### src/rtl/fifo_sample_unpacker_if.sv
// Byte-read port toward the capture FIFO and the sample stream toward the consumer.
// master = unpacker side, slave = FIFO / downstream side.
interface fifo_sample_unpacker_if;
    localparam int unsigned BYTE_W   = 8;
    localparam int unsigned SAMPLE_W = 10;

    logic                fifo_read_fifoen;
    logic                fifo_read_fifoempty;
    logic [BYTE_W-1:0]   fifo_read_data;
    logic [SAMPLE_W-1:0] sample_o;
    logic                sample_valid_o;
    logic                sample_ready_i;
    logic                trig_o;

    modport master (
        output fifo_read_fifoen,
        input  fifo_read_fifoempty,
        input  fifo_read_data,
        output sample_o,
        output sample_valid_o,
        input  sample_ready_i,
        output trig_o
    );

    modport slave (
        input  fifo_read_fifoen,
        output fifo_read_fifoempty,
        output fifo_read_data,
        input  sample_o,
        input  sample_valid_o,
        output sample_ready_i,
        input  trig_o
    );
endinterface

### src/rtl/fifo_sample_unpacker.sv
// Reads 4 bytes per capture word from the FIFO byte port, rebuilds the big-endian word
// and streams its three 10-bit samples, marking the trigger sample once per transfer.
module fifo_sample_unpacker #(
    parameter int unsigned RD_LATENCY = 1,
    parameter int unsigned WORDCNT_W  = 24
) (
    input  logic                   fifo_read_fifoclk,
    input  logic                   reset_i,
    input  logic                   start_i,
    input  logic [WORDCNT_W-1:0]   words_i,
    fifo_sample_unpacker_if.master bus,
    output logic                   busy_o,
    output logic                   done_o,
    output logic [WORDCNT_W-1:0]   words_done_o
);
    localparam int unsigned LAT_W    = 2;
    localparam int unsigned BYTE_W   = 8;
    localparam int unsigned WORD_W   = 32;
    localparam int unsigned SAMPLE_W = 10;
    localparam int unsigned CNT_W1   = WORDCNT_W + 1;
    localparam logic [LAT_W-1:0] LAT_END = LAT_W'(RD_LATENCY);

    typedef enum logic [2:0] {
        ST_IDLE,
        ST_REQ,
        ST_WAIT,
        ST_EMIT,
        ST_DONE
    } state_t;

    state_t                r_state,      w_state_nxt;
    logic [WORD_W-1:0]     r_word,       w_word_nxt;
    logic [WORDCNT_W-1:0]  r_words,      w_words_nxt;
    logic [WORDCNT_W-1:0]  r_words_done, w_words_done_nxt;
    logic [1:0]            r_byte_idx,   w_byte_idx_nxt;
    logic [1:0]            r_smp_idx,    w_smp_idx_nxt;
    logic [LAT_W-1:0]      r_lat_cnt,    w_lat_cnt_nxt;
    logic                  r_trig_seen,  w_trig_seen_nxt;
    logic                  r_fifoen,     w_fifoen_nxt;
    logic [SAMPLE_W-1:0]   r_sample,     w_sample_nxt;
    logic                  r_valid,      w_valid_nxt;
    logic                  r_trig,       w_trig_nxt;
    logic                  r_busy,       w_busy_nxt;
    logic                  r_done,       w_done_nxt;

    logic [WORD_W-1:0]     w_word_shift;
    logic                  w_accept;
    logic [CNT_W1-1:0]     w_words_inc;
    logic [WORDCNT_W-1:0]  w_words_done_sat;

    function automatic logic [SAMPLE_W-1:0] f_field(input logic [WORD_W-1:0] word,
                                                    input logic [1:0]        idx);
        case (idx)
            2'd0:    return word[9:0];
            2'd1:    return word[19:10];
            default: return word[29:20];
        endcase
    endfunction

    // mergeloc 2'b11 is a pre-trigger word; otherwise it names the trigger sample index
    function automatic logic f_trig(input logic [WORD_W-1:0] word,
                                    input logic [1:0]        idx,
                                    input logic              seen);
        return !seen && (word[31:30] != 2'b11) && (word[31:30] == idx);
    endfunction

    assign w_word_shift     = {r_word[WORD_W-BYTE_W-1:0], bus.fifo_read_data};
    assign w_accept         = r_valid && bus.sample_ready_i;
    assign w_words_inc      = {1'b0, r_words_done} + CNT_W1'(1);
    assign w_words_done_sat = w_words_inc[WORDCNT_W] ? r_words_done
                                                     : w_words_inc[WORDCNT_W-1:0];

    always_comb begin
        w_state_nxt      = r_state;
        w_word_nxt       = r_word;
        w_words_nxt      = r_words;
        w_words_done_nxt = r_words_done;
        w_byte_idx_nxt   = r_byte_idx;
        w_smp_idx_nxt    = r_smp_idx;
        w_lat_cnt_nxt    = r_lat_cnt;
        w_trig_seen_nxt  = r_trig_seen;
        w_fifoen_nxt     = 1'b0;
        w_sample_nxt     = r_sample;
        w_valid_nxt      = r_valid;
        w_trig_nxt       = r_trig;

        case (r_state)
            ST_IDLE, ST_DONE: begin
                if (start_i) begin
                    w_words_nxt      = words_i;
                    w_words_done_nxt = '0;
                    w_byte_idx_nxt   = 2'd0;
                    w_trig_seen_nxt  = 1'b0;
                    w_state_nxt      = (words_i == '0) ? ST_DONE : ST_REQ;
                end
            end
            ST_REQ: begin
                if (!bus.fifo_read_fifoempty) begin
                    w_fifoen_nxt  = 1'b1;
                    w_lat_cnt_nxt = '0;
                    w_state_nxt   = ST_WAIT;
                end
            end
            ST_WAIT: begin
                // lat_cnt reaches RD_LATENCY in the cycle the requested byte is valid
                if (r_lat_cnt == LAT_END) begin
                    w_word_nxt = w_word_shift;
                    if (r_byte_idx == 2'd3) begin
                        w_byte_idx_nxt = 2'd0;
                        w_smp_idx_nxt  = 2'd0;
                        w_valid_nxt    = 1'b1;
                        w_sample_nxt   = f_field(w_word_shift, 2'd0);
                        w_trig_nxt     = f_trig(w_word_shift, 2'd0, r_trig_seen);
                        w_state_nxt    = ST_EMIT;
                    end else begin
                        w_byte_idx_nxt = 2'(r_byte_idx + 2'd1);
                        w_state_nxt    = ST_REQ;
                    end
                end else begin
                    w_lat_cnt_nxt = LAT_W'(r_lat_cnt + LAT_W'(1));
                end
            end
            ST_EMIT: begin
                if (w_accept) begin
                    if (r_trig) begin
                        w_trig_seen_nxt = 1'b1;
                    end
                    if (r_smp_idx == 2'd2) begin
                        w_valid_nxt      = 1'b0;
                        w_trig_nxt       = 1'b0;
                        w_words_done_nxt = w_words_done_sat;
                        w_state_nxt      = (w_words_inc == {1'b0, r_words}) ? ST_DONE : ST_REQ;
                    end else begin
                        w_smp_idx_nxt = 2'(r_smp_idx + 2'd1);
                        w_sample_nxt  = f_field(r_word, 2'(r_smp_idx + 2'd1));
                        w_trig_nxt    = f_trig(r_word, 2'(r_smp_idx + 2'd1),
                                               r_trig_seen || r_trig);
                    end
                end
            end
            default: begin
                w_state_nxt = ST_IDLE;
            end
        endcase

        w_busy_nxt = (w_state_nxt == ST_REQ) || (w_state_nxt == ST_WAIT) ||
                     (w_state_nxt == ST_EMIT);
        w_done_nxt = (w_state_nxt == ST_DONE);
    end

    always_ff @(posedge fifo_read_fifoclk) begin
        if (reset_i) begin
            r_state      <= ST_IDLE;
            r_word       <= '0;
            r_words      <= '0;
            r_words_done <= '0;
            r_byte_idx   <= 2'd0;
            r_smp_idx    <= 2'd0;
            r_lat_cnt    <= '0;
            r_trig_seen  <= 1'b0;
            r_fifoen     <= 1'b0;
            r_sample     <= '0;
            r_valid      <= 1'b0;
            r_trig       <= 1'b0;
            r_busy       <= 1'b0;
            r_done       <= 1'b0;
        end else begin
            r_state      <= w_state_nxt;
            r_word       <= w_word_nxt;
            r_words      <= w_words_nxt;
            r_words_done <= w_words_done_nxt;
            r_byte_idx   <= w_byte_idx_nxt;
            r_smp_idx    <= w_smp_idx_nxt;
            r_lat_cnt    <= w_lat_cnt_nxt;
            r_trig_seen  <= w_trig_seen_nxt;
            r_fifoen     <= w_fifoen_nxt;
            r_sample     <= w_sample_nxt;
            r_valid      <= w_valid_nxt;
            r_trig       <= w_trig_nxt;
            r_busy       <= w_busy_nxt;
            r_done       <= w_done_nxt;
        end
    end

    assign bus.fifo_read_fifoen = r_fifoen;
    assign bus.sample_o         = r_sample;
    assign bus.sample_valid_o   = r_valid;
    assign bus.trig_o           = r_trig;
    assign busy_o               = r_busy;
    assign done_o               = r_done;
    assign words_done_o         = r_words_done;

endmodule
### src/flat_wrapper.sv
// flat-port wrapper written by rule: the top's interface ports become plain ports
module fifo_sample_unpacker_flat 
#(
    parameter int unsigned RD_LATENCY = 1,
    parameter int unsigned WORDCNT_W  = 24
)
  (fifo_read_fifoclk, reset_i, start_i, words_i, busy_o, done_o, words_done_o, bus_fifo_read_fifoen, bus_fifo_read_fifoempty, bus_fifo_read_data, bus_sample_o, bus_sample_valid_o, bus_sample_ready_i, bus_trig_o);
  fifo_sample_unpacker_if bus_i ();
  input  logic fifo_read_fifoclk;
  input  logic reset_i;
  input  logic start_i;
  input  logic [WORDCNT_W-1:0] words_i;
  output logic busy_o;
  output logic done_o;
  output logic [WORDCNT_W-1:0] words_done_o;
  output wire logic [$bits(bus_i.fifo_read_fifoen)-1:0] bus_fifo_read_fifoen;
  input wire logic [$bits(bus_i.fifo_read_fifoempty)-1:0] bus_fifo_read_fifoempty;
  input wire logic [$bits(bus_i.fifo_read_data)-1:0] bus_fifo_read_data;
  output wire logic [$bits(bus_i.sample_o)-1:0] bus_sample_o;
  output wire logic [$bits(bus_i.sample_valid_o)-1:0] bus_sample_valid_o;
  input wire logic [$bits(bus_i.sample_ready_i)-1:0] bus_sample_ready_i;
  output wire logic [$bits(bus_i.trig_o)-1:0] bus_trig_o;
  assign bus_fifo_read_fifoen = bus_i.fifo_read_fifoen;
  assign bus_i.fifo_read_fifoempty = bus_fifo_read_fifoempty;
  assign bus_i.fifo_read_data = bus_fifo_read_data;
  assign bus_sample_o = bus_i.sample_o;
  assign bus_sample_valid_o = bus_i.sample_valid_o;
  assign bus_i.sample_ready_i = bus_sample_ready_i;
  assign bus_trig_o = bus_i.trig_o;
  fifo_sample_unpacker #(.RD_LATENCY(RD_LATENCY), .WORDCNT_W(WORDCNT_W)) u_core (.fifo_read_fifoclk(fifo_read_fifoclk), .reset_i(reset_i), .start_i(start_i), .words_i(words_i), .bus(bus_i), .busy_o(busy_o), .done_o(done_o), .words_done_o(words_done_o));
endmodule
### config.mk
export PLATFORM = sky130hd
export DESIGN_NAME = fifo_sample_unpacker_flat
export DESIGN_NICKNAME = d
export VERILOG_FILES = /design/src/rtl/fifo_sample_unpacker_if.sv /design/src/rtl/fifo_sample_unpacker.sv /design/src/flat_wrapper.sv
export SDC_FILE = /design/constraint.sdc
export NUM_CORES = 1
export LEC_CHECK = 0
export CAP_MARGIN = 20
export CORE_MARGIN = 1
export CORE_UTILIZATION = 30
export CTS_CLUSTER_DIAMETER = 30
export DETAILED_ROUTE_END_ITERATION = 6
export SLEW_MARGIN = 40
export SYNTH_ARGS = -nofsm -noshare
export SYNTH_HDL_FRONTEND = slang
export SYNTH_SLANG_ARGS = --single-unit
### constraint.sdc
create_clock -name fifo_read_fifoclk -period 4.8 [get_ports fifo_read_fifoclk]
set_clock_uncertainty 0.05 [all_clocks]
set_input_delay 0.96 -clock fifo_read_fifoclk [delete_from_list [all_inputs] [get_ports fifo_read_fifoclk]]
set_output_delay 0.96 -clock fifo_read_fifoclk [all_outputs]
set_load 0.1 [all_outputs]
==> results of run 1 <==
worst max path at each step:
| stage | startpoint | to | slack (ps) | cells after the start |
|---|---|---|---|---|
| after floorplan | u_core.words_done_o[0]$_SDFFE_PP0P_ | u_core.words_done_o[13]$_SDFFE_PP0P_ | 1460 | 10 |
| after global placement | u_core.words_done_o[0]$_SDFFE_PP0P_ | u_core.words_done_o[6]$_SDFFE_PP0P_ | 1730 | 8 |
| after detailed placement | bus_sample_ready_i | u_core.r_state[0]$_SDFF_PP0_ | 1680 | 8 |
| after CTS | u_core.words_done_o[0]$_SDFFE_PP0P_ | u_core.r_state[0]$_SDFF_PP0_ | 1760 | 8 |
| after global routing | u_core.words_done_o[0]$_SDFFE_PP0P_ | u_core.r_state[0]$_SDFF_PP0_ | 1560 | 8 |
| final | u_core.words_done_o[0]$_SDFFE_PP0P_ | u_core.r_state[0]$_SDFF_PP0_ | 1760 | 8 |
placed cells by master, fill, tap and decap left out, drive strengths merged, types with 3 or more instances in the layout:
cell and instances:
a2111oi 3, a211oi 15, a21oi 119, a22oi 11
a31o 3, a31oi 4, and2 7, and3 5
and3b 3, and4 3, buf 47, clkbuf 9
clkdlybuf4s50 35, dfxtp 105, ha 6, inv 10
mux2i 6, nand2 133, nand2b 4, nand3 12
nand3b 8, nand4 11, nand4b 3, nor2 72
nor2b 4, nor3 12, nor4 12, o211ai 3
o21ai 27, o31ai 3, or3 7, or4 3
xnor2 16, xor2 14
logic make-up (layout without fill, tap and decap cells):
family / Yosys count / after routing / share of synthesized area
adder cells (fa/ha/maj): 6 / 6 / 0.01394
flip-flops: 105 / 105 / 0.3903
XOR/XNOR: 30 / 30 / 0.04879
multiplexers: 6 / 6 / 0.01115
AO/OA/AOI/OAI: 202 / 202 / 0.2214
buffers and inverters: 55 / 104 / 0.04112
AND/OR/NAND/NOR: 306 / 306 / 0.2732
cells in the mapped netlist (all sizes together) (4+ instances only):
master | number | share of area
nand2b | 4 | 0.0046
a22oi | 11 | 0.015
dfxtp | 105 | 0.39
a21oi | 119 | 0.11
clkbuf | 39 | 0.027
o21ai | 27 | 0.025
nor4 | 12 | 0.017
nand4 | 11 | 0.015
ha | 6 | 0.014
and3 | 5 | 0.0058
xnor2 | 16 | 0.026
inv | 6 | 0.0042
nand2 | 133 | 0.093
nor2b | 4 | 0.0046
a31oi | 4 | 0.0046
nor2 | 72 | 0.050
nand3b | 8 | 0.011
xor2 | 14 | 0.023
nand3 | 12 | 0.013
mux2i | 6 | 0.011
a211oi | 15 | 0.021
buf | 10 | 0.0095
nor3 | 12 | 0.011
or3 | 7 | 0.0095
and2 | 7 | 0.0081
state kept, by name (all words and copies together), names as in the netlist, 2 cells and up:
name                 flops
u_core.bus.sample_o     10
u_core.r_lat_cnt         2
u_core.words_done_o     24
u_core.r_words          24
u_core.r_word           32
u_core.r_smp_idx         2
u_core.r_byte_idx        2
u_core.r_state           3
through the flow:
stage / hold slack (ps) / std cells / setup WS, ps
2_1_floorplan: 382.3 / 710 / 1456
3_3_place_gp: 397.2 / 968 / 1725
3_5_place_dp: 399.7 / 968 / 1676
4_1_cts: 411.9 / 984 / 1758
5_1_grt: 428.2 / 984 / 1560
6_report: 408.6 / 984 / 1756
routing by layer:
layer | share of wire | global-route usage
met1 | 0.49 | 0.2339
met3 | 0.053 | 0.03579
met5 | 0 | 0
met2 | 0.44 | 0.2435
met4 | 0.018 | 0.05370
power by group:
part,internal (W),total [W],switching (W)
clock,0.000373,0.000751,0.000379
combinational,0.0000741,0.000181,0.000107
sequential,0.000889,0.000910,0.0000208
total,0.00134,0.00184,0.000507
critical path: cells and delay by family, from the launching register on:
kind            cells  cell delay, ps
simple gates        4            1210
compound gates      3             830
flops               1             480
fa+ha+maj           1             330
area by class of cell:
type / count / share of cell area
Clock inverter: 7 / 0.01249
Multi-Input combinational cell: 550 / 0.4820
Timing Repair Buffer: 82 / 0.09504
Inverter: 6 / 0.003513
Sequential cell: 105 / 0.3279
Tap cell: 225 / 0.04391
Clock buffer: 9 / 0.03513
==> qor.yml, run 1 <==
critical_path:
  ff2ff_path_depth: 8
  critPathKind: "reg2reg"
  path_cells: "ha_1 > nand3_2 > nor4_4 > nand2_1 > a2111oi_0 > o211ai_2 > nor2_1 > o22ai_1"
  required_ps: 4950
  critical-path-max-stage-delay_ps: 610
  r2r-start: "u_core.words_done_o[0]$_SDFFE_PP0P_"
  cp_max_fo: 10
  r2r-end: "u_core.r_state[0]$_SDFF_PP0_"
  cp_slowest_cell: "nor4_4"
  endpoint_kind: "flip-flop"
  startpoint_type: "flip-flop"
  cp_data_arrival_time_ps: 3200
  reg2reg_slack_ps: 1760
route:
  wl_per_cell_um: 15.59
  drt_iter0_markers: 354
  viasPerCell: 5.233
  drcViolationCount: 0
  dr_total_vias: 5149
  postRouteAntennaNets: 0
  dr.pass1.iters: 5
  routed_wl_um: 15350
yosys:
  synth_flop_cell: "dfxtp_1"
  syn_area_per_cell_sq_um: 7.585
  yosysWarnings: 0
  yosys.cell_types.count: 62
  synth_nets: 753
  async_flop_share: 0
  ys_seq_area_frac: 0.3903
  ys_ff_latch: 105
  synth_area_sq_um: 5385
  netlist_instances: 710
  synth_edf_count: 0
sta:
  slew_violations: 0
  max_slew_margin: 0.4548
  timing.final.crit_share: 0.6342
  rsz0062_at_grt: "false"
  finalCriticalPeriod_ps: 3044
  clock.fmax_mhz: 328.5
  finalSetupViolCount: 0
  hold_violations: 0
  setup_tns_ps: 0
  worst_pin_slew_ps: 817.8
global_route:
  grt-ovfl-total: 0
  grt_pass1_wl_um: 23850
  grt_pass1_vias: 4434
  grt_max_degree: 106
  track_usage: 0.1644
  antenna_found_initial: 0
clocking:
  cts_setup_buffers: 0
  clockBufferDepth: 2
  postCtsHoldBufs: 0
  cts_buffers: 9
  cts_sinks: 105
  root_buffer: "clkbuf_16"
  clock_latency_ps: 360
  h-tree-depth: 3
  post_cts_resize_count: 0
  cts_tree: "done"
  cts.clk_slew.worst_paths_ps: 80
cells_and_area:
  finalNetCount: 797
  diodes: 0
  drive_gt1_frac: 0.1173
  area_growth_pct: 19.05
  multiInputGateArea_sq_um: 3090
  postLayoutCellArea_sq_um: 6411
  final_util: 0.3681
  register_area_sq_um: 2102
  fillerInstances: 1891
placed_design:
  dpl.hpwl_um: 10660
  placed_cell_area_sq_um: 6100
  place_congestion: 0.8913
  port_buffers: 75
floorplanning:
  die_area_sq_um: 18490
  coreArea_sq_um: 17420
  ioPinCount: 76
  fp-row-count: 48
  fp.dieH_um: 136.0
  fp.dieW_um: 136.0
  start_util: 0.3092
worst_hold_path:
  holdPathEnd: "u_core.r_word[27]$_SDFFE_PP0P_"
  hold_class: "reg2reg"
  whs_path_depth: 2
  hp-start: "u_core.r_word[27]$_SDFFE_PP0P_"
job:
  cap_violations: 0
power_and_ir_drop:
  powerDensity_nw_per_um2: 287.4
  ir_drop_mv: 0.1656
  total_power_w: 0.001843
  p_leak_nw: 2.251
outcome:
  status: "complete, no violations"
Power figures use the tool's default switching activity.
==> inputs of run 2 (changes only) <==
- clock period: 4.8 -> 2.7 ns (I/O delays scaled with it)
==> run 2 against run 1 <==
  * Count of clock-buffer cells in the layout grew 2
  * Cell count grew 2.8%
  * Total power grew 77%
  * Global-route usage grew 1.0 points
  * Sequential share of layout area shrank 0.74 points
  * Worst setup slack lost 1600 ps
  * Combinational power grew 83%
  * Via count grew 2.2%
==> qor.yml, run 2 (synthesis gave the netlist of run 1 again) <==
global_route:
  grt_pass1_wl_um: 24980
  track_usage: 0.1748
  use_met1: 0.2685
  use_met2: 0.2404
  grt_max_degree: 56
  gr-usage-met3: 0.02498
  grt-ovfl-total: 0
  antenna_found_initial: 0
  grt.busiest_layer: "met1"
  grt_pass1_vias: 4526
floorplanning:
  ioPinCount: 76
  start_util: 0.3092
  fp.dieH_um: 136.0
  fp-row-count: 48
  coreArea_sq_um: 17420
  fp.dieW_um: 136.0
  die_area_sq_um: 18490
clocking:
  cts_sinks: 105
  cts.clk_slew.worst_paths_ps: 70
  cts_buffers: 9
  clockBufferDepth: 2
  post_cts_resize_count: 0
  root_buffer: "clkbuf_16"
  cts_tree: "done"
  clock_latency_ps: 360
  cts_setup_buffers: 0
  h-tree-depth: 3
  postCtsHoldBufs: 0
sta:
  hold_violations: 0
  finalCriticalPeriod_ps: 2537
  slew_violations: 0
  clock.fmax_mhz: 394.2
  max_slew_margin: 0.5806
  finalSetupViolCount: 0
  setup_tns_ps: 0
  timing.final.crit_share: 0.9395
  worst_pin_slew_ps: 629.1
  rsz0062_at_grt: "false"
  fin_ws_ps: 163.3
route:
  drcViolationCount: 0
  dr.pass1.iters: 5
  postRouteAntennaNets: 0
  dr_total_vias: 5261
  wl_per_cell_um: 15.52
  routed_wl_um: 15700
  viasPerCell: 5.199
  drt_iter0_markers: 503
cells_and_area:
  drive_gt1_frac: 0.1652
  postLayoutCellArea_sq_um: 6751
  finalNetCount: 825
  regMostFlops: "u_core.r_word"
  largest_reg_flops: 32
  fillerInstances: 1803
  layout_common_cells: "133 x nand2_1, 119 x a21oi_1, 86 x dfxtp_1"
  diodes: 0
  fin_cells: 1012
  area_growth_pct: 25.37
  final_util: 0.3876
  layout_commonest_cell: "nand2_1"
power_and_ir_drop:
  ir_drop_mv: 0.2965
  p_leak_nw: 2.389
  powerDensity_nw_per_um2: 482.8
outcome:
  status: "complete, no violations"
placed_design:
  dpl.hpwl_um: 11330
  place_congestion: 0.8448
  port_buffers: 75
  dp_cells: 996
  pre_cts_ws_ps: -0.1747
  placed_cell_area_sq_um: 6464
critical_path:
  critPathKind: "reg2reg"
  endpoint_kind: "flip-flop"
  required_ps: 2860
  cp_data_arrival_time_ps: 2700
  startpoint_type: "flip-flop"
  cp_max_fo: 9
worst_hold_path:
  hold_class: "reg2reg"
job:
  cap_violations: 0
## run 2: cell count changes in the layout (fill, tap and decap cells not counted), sizes merged
cell	previous run	this run
bufinv	0	1
buf	47	75
clkbuf	9	11
inv	10	7
## run 2: layout make-up
| cell class | instances | area [sq um] | share of cell area |
|---|---|---|---|
| multi-input cells | 550 | 3070 | 0.4548 |
| flip-flops and latches | 105 | 2163 | 0.3204 |
| repair buffers | 110 | 925.9 | 0.1371 |
| well taps | 225 | 281.5 | 0.04170 |
| clock buffers | 11 | 232.7 | 0.03447 |
| clock inverters | 5 | 55.05 | 0.008154 |
| inverters | 6 | 22.52 | 0.003336 |
## run 2: metrics by stage
step                      total power (W)  hold WS, ps
after floorplan                  0.001830        382.3
after global placement           0.001974        393.8
after detailed placement         0.001974        398.1
after CTS                        0.003291        408.4
after global routing             0.003394        437.1
final                            0.003260        404.8
## run 2: path summary, 6_finish.rpt
kind	start	end	slack, ps	cells past startpoint
min reg2reg	u_core.r_trig_seen$_SDFFE_PP0P_	u_core.r_trig_seen$_SDFFE_PP0P_	400	2
max	u_core.words_done_o[13]$_SDFFE_PP0P_	u_core.r_state[0]$_SDFF_PP0_	160	7
max reg2reg	u_core.words_done_o[13]$_SDFFE_PP0P_	u_core.r_state[0]$_SDFF_PP0_	160	7
min	u_core.r_trig_seen$_SDFFE_PP0P_	u_core.r_trig_seen$_SDFFE_PP0P_	400	2
## run 2: layer usage
layer	vias up	share of wire
li1	2655	-
met1	2449	0.52
met2	139	0.42
met3	18	0.043
met4	0	0.019
met5	-	0
## run 2: critical path, cell delays in order, from the launching register on
cell       delay (ps)
dfxtp_4           400
and4_1            240
or4b_4            510
or3_4             400
a2111oi_4         360
o211ai_2          160
nor2_1            150
o22ai_1           120
## run 2: power breakdown
group | internal, W | leakage (nW) | switching [W]
clock network | 0.000719 | 0.138 | 0.000603
logic | 0.000140 | 1.39 | 0.000192
registers | 0.00157 | 0.864 | 0.0000402
total | 0.00243 | 2.39 | 0.000834
==> inputs of run 3 (changes only) <==
- CORE_UTILIZATION: 30 -> 50
- PLACE_DENSITY: not set -> 0.75
- clock period: 2.7 -> 2.11 ns (I/O delays scaled with it)
==> run 3 against run 2 <==
  * The run now ends with setup timing left
  * Combinational power up 80%
  * Maximum frequency up 2.0%
  * Sequential share of layout area down 3.2 points
  * Routed wire length up 11%
  * Count of clock-buffer cells in the layout down 2
  * First-iteration DRC count down 16%
  * Cell count down 0.79%
  * Critical path type unchanged
  * Critical endpoint is now u_core.r_state[2]$_SDFF_PP0_
  * Largest power group unchanged
==> qor.yml, run 3 (synthesis gave the netlist of run 1 again) <==
outcome:
  status: "finished, violations left"
  violations: "setup timing"
power_and_ir_drop:
  p_leak_nw: 2.845
  intPower_w: 0.002764
  p_clk_frac: 0.330
  powerDensity_nw_per_um2: 523.4
  ir_drop_mv: 0.3197
  pwr-share-comb: 0.151
  switchingPower_w: 0.001181
  seqPwrFrac: 0.519
  p_sw_frac: 0.2994
clocking:
  cts_sinks: 105
  root_buffer: "clkbuf_8"
  clockBufferDepth: 2
  cts_tree: "done"
  clock_latency_ps: 380
  cts.clk_slew.worst_paths_ps: 120
  cts_buffers: 9
  h-tree-depth: 3
route:
  viasPerCell: 5.964
  wl_met3_um: 1180
  met2_length_um: 8541
  wl_per_cell_um: 17.32
  drcViolationCount: 0
  topRoutingLayerUsed: "met4"
  postRouteAntennaNets: 0
  drt_iter0_markers: 422
  drt-met1-wl_um: 7078
  routed_wl_um: 17390
  dr_total_vias: 5988
  dr.pass1.iters: 5
cells_and_area:
  drive_gt1_frac: 0.2961
  area_growth_pct: 39.96
  postLayoutCellArea_sq_um: 7537
  layout_common_cells: "135 x buf_4, 133 x nand2_1, 113 x a21oi_1"
  diodes: 0
  fin_cells: 1004
  finalNetCount: 906
  final_util: 0.7268
  layout_commonest_cell: "buf_4"
  regMostFlops: "u_core.r_word"
  largest_reg_flops: 32
critical_path:
  cp_data_arrival_time_ps: 2710
  path_cells: "buf_4 > nand2_1 > or3_1 > a2111o_1 > a211oi_1 > nand4_1 > buf_4 > o31ai_1"
  critical-path-max-stage-delay_ps: 420
  cp_max_fo: 10
  path_buf_inv: 2
  cp_slowest_cell: "a2111o_1"
  required_ps: 2340
  critPathKind: "reg2reg"
  critPathTopFamily: "compound AO/OA/AOI/OAI gates"
  endpoint_kind: "flip-flop"
  startpoint_type: "flip-flop"
  cp_common_cell: "buf_4"
floorplanning:
  fp-row-count: 37
  die_area_sq_um: 11190
  start_util: 0.5193
  fp.dieH_um: 105.8
  fp.dieW_um: 105.8
  coreArea_sq_um: 10370
  ioPinCount: 76
sta:
  worst_pin_slew_ps: 600.5
  fin_ws_ps: -377.3
  rsz0062_at_grt: "true"
  hold_violations: 0
  max_slew_margin: 0.5997
  clock.fmax_mhz: 402.0
  slew_violations: 0
  setup_tns_ps: -4345
  finalSetupViolCount: 28
  finalCriticalPeriod_ps: 2487
  timing.final.crit_share: 1.179
  holdWs_ps: 417.1
global_route:
  grt-ovfl-total: 0
  grt_pass1_vias: 5634
  grt_pass1_wl_um: 26790
  track_usage: 0.3005
  grt_max_degree: 78
  antenna_found_initial: 0
placed_design:
  port_buffers: 75
  dp_cells: 967
  dpl.hpwl_um: 11540
  place_congestion: 0.8851
  placed_cell_area_sq_um: 6865
job:
  cap_violations: 0
worst_hold_path:
  hold_class: "reg2reg"
[run 3: repair_timing]
item / CTS / global route
hold buffers: 0 / 0
cloned: 2 / 2
buffers inserted: 11 / 6
pin swaps: 12 / 40
endpoints found under the hold margin: 0 / 0
setup endpoints to repair: 28 / 28
gates resized for setup: 19 / 40
[run 3: final cells by class]
cell class / instances / area, sq um
Fill cell: 801 / 2833
Clock buffer: 9 / 123.9
Tap cell: 136 / 170.2
Timing Repair Buffer: 191 / 1693
Sequential cell: 105 / 2173
Inverter: 6 / 22.52
Multi-Input combinational cell: 550 / 3277
Clock inverter: 7 / 77.57
[run 3: tightest hold or removal path: stages, from the launching register on]
cell     delay, ps
dfxtp_1        330
nand2_1         50
a21oi_1         50
[run 3: metal layers]
metal / GRT usage / vias to the layer above
li1: - / 2805
met1: 0.3879 / 2829
met2: 0.4939 / 290
met3: 0.03340 / 64
met4: 0.1567 / 0
met5: 0 / -
[run 3: metrics by stage]
stage,setup WS [ps],power (W)
finish,-377.3,0.003945
detailed placement,-370.3,0.002570
CTS,-303.3,0.003903
global route,-468.8,0.004064
floorplan,-521.6,0.002348
global placement,-284.3,0.002559
[run 3: worst paths after layout]
| kind | cells past startpoint | slack [ps] | startpoint | endpoint |
|---|---|---|---|---|
| max | 8 | -380 | u_core.words_done_o[11]$_SDFFE_PP0P_ | u_core.r_state[2]$_SDFF_PP0_ |
| min reg2reg | 2 | 420 | u_core.r_word[24]$_SDFFE_PP0P_ | u_core.r_word[24]$_SDFFE_PP0P_ |
| min | 2 | 420 | u_core.r_word[24]$_SDFFE_PP0P_ | u_core.r_word[24]$_SDFFE_PP0P_ |
| max reg2reg | 8 | -380 | u_core.words_done_o[11]$_SDFFE_PP0P_ | u_core.r_state[2]$_SDFF_PP0_ |
[run 3: power groups by stage]
stage	sequential, W	combinational [W]	clock, W
global placement	0.00209	0.000472	0
CTS	0.00204	0.000546	0.00131
floorplan	0.00210	0.000249	0
detailed placement	0.00209	0.000481	0
global route	0.00205	0.000631	0.00138
finish	0.00205	0.000596	0.00130
